`src/rtl/thermo_dac_driver.sv`:
```
// Purpose  : slews a unary/resistor-string DAC toward a binary target, one LSB per step.
// Latency  : done follows the accept edge by 1 + |target - cur_code| * SETTLE_CYCLES clocks.
// Backpress: in_ready is high only in IDLE; requests offered during a move are ignored, not queued.
//
// Ports:
//   clk        single clock, all state on the rising edge
//   rst        synchronous, active-high reset
//   in_valid   in_code carries a new target this cycle
//   in_code    binary target code
//   in_ready   a target can be accepted this cycle (IDLE and not in reset)
//   therm_out  registered thermometer code to the DAC switches (bit 0 always 0)
//   cur_code   registered binary code currently driven
//   busy       slewing toward the target
//   done       one-cycle pulse once cur_code has reached the target

module thermo_dac_driver #(
   parameter  int N_BITS        = 3,
   parameter  int SETTLE_CYCLES = 4,
   localparam int THERM_W       = 2**N_BITS
) (
   input  logic                clk,
   input  logic                rst,
   input  logic                in_valid,
   input  logic [N_BITS-1:0]   in_code,
   output logic                in_ready,
   output logic [THERM_W-1:0]  therm_out,
   output logic [N_BITS-1:0]   cur_code,
   output logic                busy,
   output logic                done
);

   // Settle counter holds 0..SETTLE_CYCLES-1; keep at least one bit so S = 1 still elaborates.
   localparam int CNT_W = (SETTLE_CYCLES > 1) ? $clog2(SETTLE_CYCLES) : 1;
   localparam logic [CNT_W-1:0]  CNT_LOAD = CNT_W'(SETTLE_CYCLES - 1);
   localparam logic [CNT_W-1:0]  CNT_ONE  = CNT_W'(1);
   localparam logic [N_BITS-1:0] CODE_ONE = N_BITS'(1);

   typedef enum logic [0:0] {
      IDLE = 1'b0,
      MOVE = 1'b1
   } state_t;

   state_t             state;
   state_t             state_nxt;
   logic [N_BITS-1:0]  target;
   logic [N_BITS-1:0]  target_nxt;
   logic [N_BITS-1:0]  code_nxt;
   logic [CNT_W-1:0]   cnt;
   logic [CNT_W-1:0]   cnt_nxt;
   logic               done_nxt;
   logic [THERM_W-1:0] therm_nxt;

   // Same format as the ADC comparator bank: bit k set when k <= code, bit 0 unused.
   function automatic logic [THERM_W-1:0] to_therm(input logic [N_BITS-1:0] code);
      logic [THERM_W-1:0] t;
      t = '0;
      for (int k = 1; k < THERM_W; k++) begin
         t[k] = (k <= int'(code));
      end
      return t;
   endfunction

   assign in_ready = (state == IDLE) & ~rst;
   assign busy     = (state == MOVE);

   always_comb begin
      state_nxt  = state;
      target_nxt = target;
      code_nxt   = cur_code;
      cnt_nxt    = cnt;
      done_nxt   = 1'b0;

      case (state)
         IDLE: begin
            if (in_valid && in_ready) begin
               target_nxt = in_code;
               cnt_nxt    = '0;
               state_nxt  = MOVE;
            end
         end
         MOVE: begin
            if (cnt != '0) begin
               cnt_nxt = cnt - CNT_ONE;
            end else if (cur_code < target) begin
               code_nxt = cur_code + CODE_ONE;
               cnt_nxt  = CNT_LOAD;
            end else if (cur_code > target) begin
               code_nxt = cur_code - CODE_ONE;
               cnt_nxt  = CNT_LOAD;
            end else begin
               // Settled on the target: pulse done and reopen for the next request.
               state_nxt = IDLE;
               done_nxt  = 1'b1;
            end
         end
         default: begin
            state_nxt = IDLE;
         end
      endcase

      // Registered from the next code so therm_out and cur_code always change on the same edge.
      therm_nxt = to_therm(code_nxt);
   end

   always_ff @(posedge clk) begin
      if (rst) begin
         state     <= IDLE;
         target    <= '0;
         cur_code  <= '0;
         cnt       <= '0;
         done      <= 1'b0;
         therm_out <= '0;
      end else begin
         state     <= state_nxt;
         target    <= target_nxt;
         cur_code  <= code_nxt;
         cnt       <= cnt_nxt;
         done      <= done_nxt;
         therm_out <= therm_nxt;
      end
   end

endmodule

```
`config.mk`:
```
export PLATFORM = sky130hd
export DESIGN_NAME = thermo_dac_driver
export DESIGN_NICKNAME = d
export VERILOG_FILES = /design/src/rtl/thermo_dac_driver.sv
export SDC_FILE = /design/constraint.sdc
export NUM_CORES = 1
export LEC_CHECK = 0
export CAP_MARGIN = 10
export CORE_MARGIN = 3
export CORE_UTILIZATION = 46
export CTS_CLUSTER_DIAMETER = 120
export DETAILED_ROUTE_END_ITERATION = 7
export PLACE_DENSITY = 0.76
export SLEW_MARGIN = 10
export SYNTH_ARGS = -nofsm -noshare
export SYNTH_HDL_FRONTEND = slang
export SYNTH_SLANG_ARGS = --single-unit
```
`constraint.sdc`:
```
create_clock -name clk -period 1.9 [get_ports clk]
set_input_delay 0.38 -clock clk [delete_from_list [all_inputs] [get_ports clk]]
set_output_delay 0.38 -clock clk [all_outputs]
set_load 0.01 [all_outputs]
```
Word level (Yosys, flattened, before mapping)
Index checks and enable logic that the tools add are counted.
{ "totals": {"register_bits": 18} }
{ "classes": {"addsub": 3, "n_eq_ne": 2, "bitwise": 3, "n_reduce_logical": 5, "order_cmp": 9, "muxes": 15} }
{ "op_table": {"columns": ["cell", "n"], "rows": [
  ["3-bit less-or-equal comparator (first input constant)", 4],
  ["3-bit 2-to-1 mux", 4],
  ["2-bit 2-to-1 mux", 4],
  ["2-bit by 3-bit less-or-equal comparator with 1-bit output (first input constant)", 2],
  ["1-bit 2-to-1 mux", 5],
  ["4-bit by 1-bit inequality test with 1-bit output (second input constant)", 1],
  ["2-bit case mux with 2 select lines", 1],
  ["2-bit AND reduction", 2],
  ["4-bit OR reduction", 1],
  ["3-bit by 1-bit adder with 3-bit output (second input constant)", 1],
  ["3-bit greater-than comparator", 1],
  ["1-bit by 3-bit less-or-equal comparator with 1-bit output (first input constant)", 1],
  ["3-bit less-than comparator", 1],
  ["3-bit by 1-bit subtractor with 3-bit output (second input constant)", 1],
  ["2-bit by 1-bit inequality test with 1-bit output (second input constant)", 1],
  ["1-bit NOT", 2],
  ["1-bit case mux with 2 select lines", 1],
  ["2-bit nonzero test", 1],
  ["2-bit by 1-bit subtractor with 2-bit output (second input constant)", 1],
  ["1-bit AND", 1],
  ["1-bit logical AND", 1]
]} }

Logic depth before layout (Yosys ltp)
Gate-level depths: netlist (run 1).
{ "logic_depth": {"depth_word": 6, "mapped_depth": 7, "ltp_nobuf": 7} }

Least setup slack after synthesis (run 1)
Ideal clock, no wire load.
{ "synth_timing": {"path_kind": "reg2reg", "start": "reg cur_code[0]", "end": "reg therm_out[3]", "required_time_ns": 1.767, "arrival_time_ns": 1.698, "path_slack_ns": 0.069, "stages_incl_launch_ff": 8, "path_cell_list": "dfxtp_1 > inv_1 > ha_1 > nand3_1 > o21bai_2 > a21oi_1 > xnor2_1 > o22ai_1"} }
{ "synth_via": {"elab_chain_cells": 6, "elab_cells_between_ends": 9, "classes_between": "add/sub (2); order compare (3); mux (4)"} }
{ "synth_lines": {"columns": ["item", "line", "text"], "rows": [
  ["from (decl)", "27", "output logic [N_BITS-1:0] cur_code,"],
  ["from (signal assigned)", "116", "cur_code <= code_nxt;"],
  ["3-bit by 1-bit subtractor with 3-bit output or 3-bit greater-than comparator (tied branches)", "88, 87", null],
  ["3-bit 2-to-1 mux", "87", "end else if (cur_code > target) begin"],
  ["3-bit 2-to-1 mux", "84", "end else if (cur_code < target) begin"],
  ["3-bit 2-to-1 mux", "82", "if (cnt != '0) begin"],
  ["3-bit 2-to-1 mux (*)", "73", "case (state)"],
  ["2-bit by 3-bit less-or-equal comparator with 1-bit output (*)", "58", "t[k] = (k <= int'(code));"],
  ["to (signal assigned)", "119", "therm_out <= therm_nxt;"],
  ["to (decl)", "26", "output logic [THERM_W-1:0] therm_out,"]
]} }
Every way passes the cells marked *; elsewhere a longest branch is shown, timed or not.
A chain may end at the register's enable or synchronous reset.

Final worst setup path (run 1)
{ "layout_timing": {"start": "reg cur_code[2]", "end": "out cur_code[2]"} }
No word-level cell between the ends.

==> results of run 1 <==
-- state kept, by name (all words and copies together) (netlist names) --
| signal | cells |
|---|---|
| cnt | 2 |
| cur_code | 3 |
| busy | 1 |
| target | 3 |
| therm_out | 7 |
| done | 1 |
-- worst min path at each step --
| stage | endpoint | startpoint | slack [ps] |
|---|---|---|---|
| floorplan | target[1] | target[1] | 440 |
| global placement | target[1] | target[1] | 450 |
| detailed placement | target[2] | target[2] | 460 |
| CTS | target[2] | target[2] | 470 |
| global route | target[1] | target[1] | 500 |
| finish | target[2] | target[2] | 470 |
-- critical path, stage by stage (launching register included) --
cell	delay (ps)
dfxtp_1	410
buf_4	170
clkdlybuf4s50_1	530
-- cell families after synthesis --
logic type | after synthesis
flip-flops | 17
AND/OR/NAND/NOR | 30
other | 1
AO/OA/AOI/OAI | 15
XOR/XNOR | 3
buffers and inverters | 11
adder cells (fa/ha/maj) | 6
multiplexers | 2
-- layer usage --
layer	track usage, %	vias to the layer above
met2	26.47	9
met4	4.972	0
met1	20.88	301
met3	4.215	0
li1	-	336
met5	0	-
-- layout by cell type, fill, tap and decap left out, drive strengths merged --
cell type | Yosys | routed
nand2b | 1 | 1
o21bai | 1 | 1
nand3 | 2 | 2
a21oi | 7 | 7
o31ai | 2 | 2
xnor2 | 3 | 3
nor2b | 1 | 1
nand3b | 2 | 2
nand2 | 10 | 10
o22ai | 1 | 1
nor2 | 7 | 7
dlymetal6s2s | 0 | 1
clkbuf | 1 | 4
clkdlybuf4s50 | 0 | 17
ha | 6 | 6
dfxtp | 17 | 17
mux2 | 2 | 2
nor3 | 2 | 2
o22a | 1 | 1
nor3b | 2 | 2
o31a | 1 | 1
o21ai | 1 | 1
or2 | 1 | 1
buf | 1 | 7
and2 | 1 | 1
nor4 | 1 | 1
inv | 9 | 9
conb | 1 | 1
a21bo | 1 | 1
-- area by class of cell --
type / instances / area, um2
clock buffer: 4 / 26.28
fill: 124 / 483.0
inverter: 9 / 33.78
multi-input combinational: 57 / 420.4
sequential: 17 / 340.3
tap: 16 / 20.02
timing repair buffer: 25 / 235.2
-- stage by stage --
stage / instance area, um2 / hold WS [ps] / util [%] / instances
after floorplan: 785.8 / 436.3 / - / 85
after CTS: 1054 / 470.9 / 67.58 / 128
final: 1076 / 465.5 / 69.02 / 128
after global routing: 1076 / 498.3 / 69.02 / 128
after global placement: 1027 / 446.1 / 65.89 / 124
after detailed placement: 1027 / 457.8 / 65.89 / 124
-- power by group --
group | internal (mW) | leakage [nW] | switching (mW)
registers | 0.417 | 0.139 | 0.0243
logic | 0.295 | 0.302 | 0.256
clock network | 0.0815 | 0.0150 | 0.108
total | 0.793 | 0.456 | 0.389
==> results.txt, run 1 <==
Fin. Hold Viols: 0
Final worst slack: 124.7 ps
Setup WS pre-CTS: 35.44 ps
Maximum clock path buffer count: 2
Post-synthesis mux area share: 3.344%
Simple-Gate Fraction of Synth Area: 20.22%
Synth cell types: 31
DRT Wirelength: 1565 um
CTS Buf Count: 3
Commonest register cell after synthesis: dfxtp_1
WL met2: 773 um
Post-synth top cells: dfxtp_1 (17), nand2_1 (10), inv_1 (9)
Seq cells post-synth: 17
Most frequent cell after synthesis: dfxtp_1
Post-synthesis sequential area ratio: 43.31%
Setup TNS: 0 ps
Critical Path Sink: cur_code[2]
PostCTS Resize Cnt: 0
Synth Instances: 85
CTS root buf: clkbuf_4
GRT Overall Usage: 16.24%
Initial antenna violation count: 0
Wl on met1: 733 um
RePlAce Congestion: 0.7014
I/O Pins: 20
Total clock sinks: 17
Share of cells above drive strength 1: 17.86%
Critical Path Start: cur_code[2]
Final ANT Viol Nets: 0
Post-Syn Nets: 97
Layout Skew: 7.510 ps
Min cycle time layout: 1775 ps
FF-to-FF path depth: 8
Main combinational cell family by area after synthesis: simple AND/OR/NAND/NOR gates
Ys async rst share: 0%
Core ar.: 1559 um2
Max-Cap Viols: 0
Hold path depth: 2
Reg2reg end: therm_out[3]
Pwr Total: 1.182 mW
Layout area overhead: 36.94%
Die outline area: 2240 um2
Worst vdd ir: 0.5909 mV
Complex-gate fraction of the synthesized area: 14.01%
Synthesis Warnings: 0
Final Net Count: 125
Synth Area in Adders: 9.554%
Setup bufs post-CTS: 0
Data arrival, critical path: 1400 ps
CP Capture Type: primary output
Max layer used: met3
Port Buffers: 18
Crit path kind: flop to primary output
Per-cell routed wire length: 12.23 um
Mean area per synthesized cell: 9.244 um2
Cell area after synthesis: 785.8 um2
Pleak: 0.4556 nW
CTS clk-pin slew, worst paths: 100 ps
DP HPWL: 1241 um
Global-route wire length before repair: 2539 um
Skew-Pair Late Insertion Delay: 290 ps
Total congestion overflow: 0
PwrDens: 1098 nW/um2
Chip Height: 47.33 um
Post-synth EDFFs: 0
Setup-failing EPs final: 0
Required @ worst endpoint: 1520 ps
DR vias: 646
Top post-synthesis cells by area: dfxtp_1 (43%), ha_1 (9.6%), nand2_1 (4.8%)
Tcrit/Tclk final: 93.44%
Final Max Tran Viols: 0
Post-Synth XOR/XNOR Area: 3.344%
Critical path peak fanout: 5
Post-synth top area cell: dfxtp_1
Status: completed
Fmax: 0.5633 GHz
Row Count: 14
Initial Utilization: 50.40%
DR DRC count: 0
WL met3: 58 um
Worst r2r src: target[1]
Die Wd: 47.33 um
DR vias/cell: 5.047
Drt pass-1 iters: 4
CTS Hold Bufs: 0
CTS tree: built
Iter 0 DRT Violations: 12
Hold Path Class: flop to flop
Worst R2R Setup Slack: 130 ps
CP startpoint kind: flop
Largest net degree at the start of global routing: 16
Vias in the first global route: 617
RSZ-0062 raised after global routing: false
Antenna cell count: 0
Synth top area share: 43.31%
# H-tree levels: 1
No activity file was read; power rests on OpenSTA's default activity.
==> inputs of run 2 (changes only) <==
Settings changed: CAP_MARGIN 10 to default, CORE_UTILIZATION 46 to 30, PLACE_DENSITY 0.76 to default, SETUP_SLACK_MARGIN from default to 0.02.
==> run 2 against run 1 <==
  * Worst setup slack better by 30 ps
  * Global-route usage down 5.2 points
  * Sequential share of layout area down 0.44 points
  * Critical path type unchanged
  * Largest power group unchanged
  * Highest routed layer is now met4
==> results.txt, run 2 (synthesized netlist as in run 1, its figures left out) <==
Row Count: 17
Setup bufs post-CTS: 0
Worst vdd ir: 0.4862 mV
DP HPWL: 1246 um
# H-tree levels: 1
Port Buffers: 18
Initial Utilization: 33.58%
Worst R2R Setup Slack: 160 ps
Final Net Count: 125
DRT Wirelength: 1553 um
CP startpoint kind: flop
Total clock sinks: 17
DR vias: 636
FF-to-FF path depth: 7
Critical path peak fanout: 5
CTS tree: built
Hold Path Class: flop to flop
Required @ worst endpoint: 1520 ps
Global-route wire length before repair: 2822 um
Data arrival, critical path: 1370 ps
Total congestion overflow: 0
Multi-input logic area: 420.4 um2
RePlAce Congestion: 0.6824
Core ar.: 2340 um2
Crit path kind: flop to primary output
Skew-Pair Late Insertion Delay: 280 ps
Pleak: 0.4556 nW
# fillers: 233
Final ANT Viol Nets: 0
Critical Path Sink: cur_code[2]
Sequential Area: 340.3 um2
Chip Height: 57.18 um
RSZ-0062 raised after global routing: false
Setup-failing EPs final: 0
Layout area overhead: 38.85%
Final Max Tran Viols: 0
Worst r2r src: target[2]
Largest net degree at the start of global routing: 16
Biggest registers after layout: therm_out: 7 flops, cur_code: 3 flops, target: 3 flops
CTS clk-pin slew, worst paths: 90 ps
I/O Pins: 20
Die outline area: 3269 um2
CTS root buf: clkbuf_4
Max FFs per register: 7
Fin. Hold Viols: 0
Drt pass-1 iters: 3
PwrDens: 1073 nW/um2
Setup TNS: 0 ps
GRT Overall Usage: 11.00%
Reg2reg end: therm_out[1]
DR vias/cell: 4.543
Maximum clock path buffer count: 2
Iter 0 DRT Violations: 1
Pwr Total: 1.171 mW
Initial antenna violation count: 0
Antenna cell count: 0
Most frequent cells in the layout: dfxtp_1 (17), clkdlybuf4s50_1 (17), nand2_1 (10)
Die Wd: 57.18 um
Status: completed
Tcrit/Tclk final: 91.88%
Largest register by flop count: therm_out
Per-cell routed wire length: 11.09 um
Hold WS: 464.3 ps
Vias in the first global route: 648
CTS Buf Count: 3
CP Capture Type: primary output
Share of cells above drive strength 1: 17.86%
Layout Skew: 3.417 ps
Max-Cap Viols: 0
Min cycle time layout: 1746 ps
Fmax: 0.5729 GHz
Critical Path Start: cur_code[2]
DR DRC count: 0
## run 2: cell counts in the layout (fill, tap and decap cells not counted)
No cell type changed its count.
## run 2: how the worst min path moves through the flow
stage	cells past startpoint	slack (ps)	to	start
after floorplan	2	440	target[1]	target[1]
after global placement	2	450	target[1]	target[1]
after detailed placement	2	450	target[2]	target[2]
after CTS	2	470	target[2]	target[2]
after global routing	2	490	target[2]	target[2]
final	2	460	target[2]	target[2]
## run 2: timing repair
item | CTS | global route
hold buffers | 0 | 0
setup endpoints to repair | 0 | 6
resized for setup | 0 | 3
## run 2: cell type report
| type | count | share of cell area [%] |
|---|---|---|
| Clock buffer | 4 | 2.408 |
| Inverter | 9 | 3.096 |
| Tap cell | 28 | 3.211 |
| Multi-Input combinational cell | 57 | 38.53 |
| Sequential cell | 17 | 31.19 |
| Timing Repair Buffer | 25 | 21.56 |
## run 2: layer usage
metal,wire length (um),vias up,part of all wire (%),track usage [%]
met1,706,295,45,13.22
met3,31,2,2.0,1.810
met2,793,5,51,18.11
li1,-,334,-,-
met5,0,-,0,0
met4,21,0,1.4,6.954
## run 2: power breakdown
group / switching, mW / internal [mW]
clock: 0.102 / 0.0814
sequential: 0.0244 / 0.417
combinational: 0.251 / 0.296
total: 0.377 / 0.794
## run 2: critical path, cell delays in order, from the launching register on
cell             delay (ps)
dfxtp_1                 400
buf_4                   160
clkdlybuf4s50_1         530
## run 2: per-stage QoR
step                      setup WS, ps  utilization (%)  area, um2  std cells
final                            154.4            46.63       1091        140
after global routing             26.21            46.63       1091        140
after CTS                        25.86            45.67       1069        140
after detailed placement         31.07            44.55       1042        136
after global placement           18.89            44.55       1042        136
after floorplan                  68.56                -      785.8         85
==> inputs of run 3 (changes only) <==
Settings changed: CORE_MARGIN 3 to default.
==> run 3 against run 2 <==
  * Largest cell class unchanged
  * Die area decreased by 14%
  * Highest routed layer unchanged
  * Sequential power about the same
  * Clock-buffer cell count unchanged
  * Register-to-register slack got worse by 40 ps
==> results.txt, run 3 (synthesized netlist as in run 1, its figures left out) <==
Status: completed
Non-Filler Instances: 142
Critical path peak fanout: 2
DRT Wirelength: 1490 um
Global-route wire length before repair: 2518 um
Tcrit/Tclk final: 98.30%
Port Buffers: 18
Max FFs per register: 7
Biggest registers after layout: therm_out: 7 flops, cur_code: 3 flops, target: 3 flops
Inst Count DP: 138
WL met2: 735 um
DR vias: 647
Pwr Total: 1.190 mW
Hold path depth: 2
Total congestion overflow: 0
Chip Height: 53.18 um
Hold Path Origin: target[2]
Required @ worst endpoint: 1520 ps
Min cycle time layout: 1868 ps
Final Max Tran Viols: 0
Hold Path Class: flop to flop
Setup bufs post-CTS: 0
Per-cell routed wire length: 10.49 um
End of the worst hold path: target[2]
Antenna cell count: 0
Most frequent cells in the layout: clkdlybuf4s50_1 (18), dfxtp_1 (17), nand2_1 (10)
Initial Utilization: 31.72%
CTS Buf Count: 3
WL met3: 28 um
Worst r2r src: target[2]
Setup WS pre-CTS: 45.55 ps
CP startpoint kind: input pin
I/O Pins: 20
Largest register by flop count: therm_out
Row Count: 18
Fin. Hold Viols: 0
DR vias/cell: 4.556
Final Net Count: 125
Largest net degree at the start of global routing: 16
Reg2reg end: therm_out[1]
Worst vdd ir: 0.4627 mV
CTS root buf: clkbuf_4
Layout area overhead: 39.97%
Maximum clock path buffer count: 2
Data arrival, critical path: 1490 ps
Max layer used: met4
RSZ-0062 raised after global routing: false
# H-tree levels: 1
Final ANT Viol Nets: 0
Worst R2R Setup Slack: 120 ps
RePlAce Congestion: 0.7684
Most common cell after layout, fill and taps aside: clkdlybuf4s50_1
Vias in the first global route: 645
Iter 0 DRT Violations: 1
Pleak: 0.4480 nW
Final worst slack: 32.22 ps
Core ar.: 2477 um2
CTS clk-pin slew, worst paths: 90 ps
Layout Skew: 5.194 ps
FF-to-FF path depth: 7
Setup-failing EPs final: 0
Die outline area: 2828 um2
Setup TNS: 0 ps
GRT Overall Usage: 12.04%
DR DRC count: 0
Drt pass-1 iters: 2
Share of cells above drive strength 1: 19.64%
CTS tree: built
Max-Cap Viols: 0
Skew-Pair Late Insertion Delay: 270 ps
Die Wd: 53.18 um
Total clock sinks: 17
PwrDens: 1082 nW/um2
# fillers: 251
Hold WS: 469.0 ps
Initial antenna violation count: 0
DP HPWL: 1139 um
Wl on met1: 687 um
Crit path kind: input pin to primary output
Fmax: 0.5354 GHz
CP Capture Type: primary output
==> run 3: worst max-delay path by stage <==
stage	startpoint	depth (start not counted)	to	slack [ps]
after floorplan	cur_code[0]	7	therm_out[3]	70
after global placement	rst	3	in_ready	20
after detailed placement	rst	3	in_ready	50
after CTS	rst	3	in_ready	30
after global routing	rst	3	in_ready	20
final	rst	3	in_ready	30
==> run 3: cell type report <==
| type | instances | area, um2 | area share, % |
|---|---|---|---|
| Multi-Input combinational cell | 57 | 429.2 | 39.02 |
| Inverter | 9 | 33.78 | 3.072 |
| Tap cell | 30 | 37.54 | 3.413 |
| Sequential cell | 17 | 340.3 | 30.94 |
| Timing Repair Buffer | 25 | 232.7 | 21.16 |
| Clock buffer | 4 | 26.28 | 2.389 |
==> run 3: repair_timing <==
action,in CTS,in global routing
resized for setup,0,4
endpoints found under the setup margin,0,9
hold buffers,0,0
endpoints found under the hold margin,0,0
==> run 3: worst max-delay path, stage by stage <==
cell	delay [ps]
clkdlybuf4s50_1	460
nor2_1	110
clkdlybuf4s50_1	540
==> run 3: report_power, final <==
| part | internal, mW | switching, mW |
|---|---|---|
| Combinational | 0.303 | 0.263 |
| Clock | 0.0812 | 0.0999 |
| Sequential | 0.417 | 0.0267 |
==> run 3: metal layers <==
| metal | global-route usage [%] | vias up |
|---|---|---|
| li1 | - | 335 |
| met1 | 14.19 | 300 |
| met2 | 21.73 | 8 |
| met3 | 2.011 | 4 |
| met4 | 3.947 | 0 |
| met5 | 0 | - |
==> run 3: stage by stage <==
step | util [%] | area, um2
2_1_floorplan | - | 785.8
3_3_place_gp | 42.17 | 1045
3_5_place_dp | 42.17 | 1045
4_1_cts | 43.23 | 1071
5_1_grt | 44.39 | 1100
6_report | 44.39 | 1100
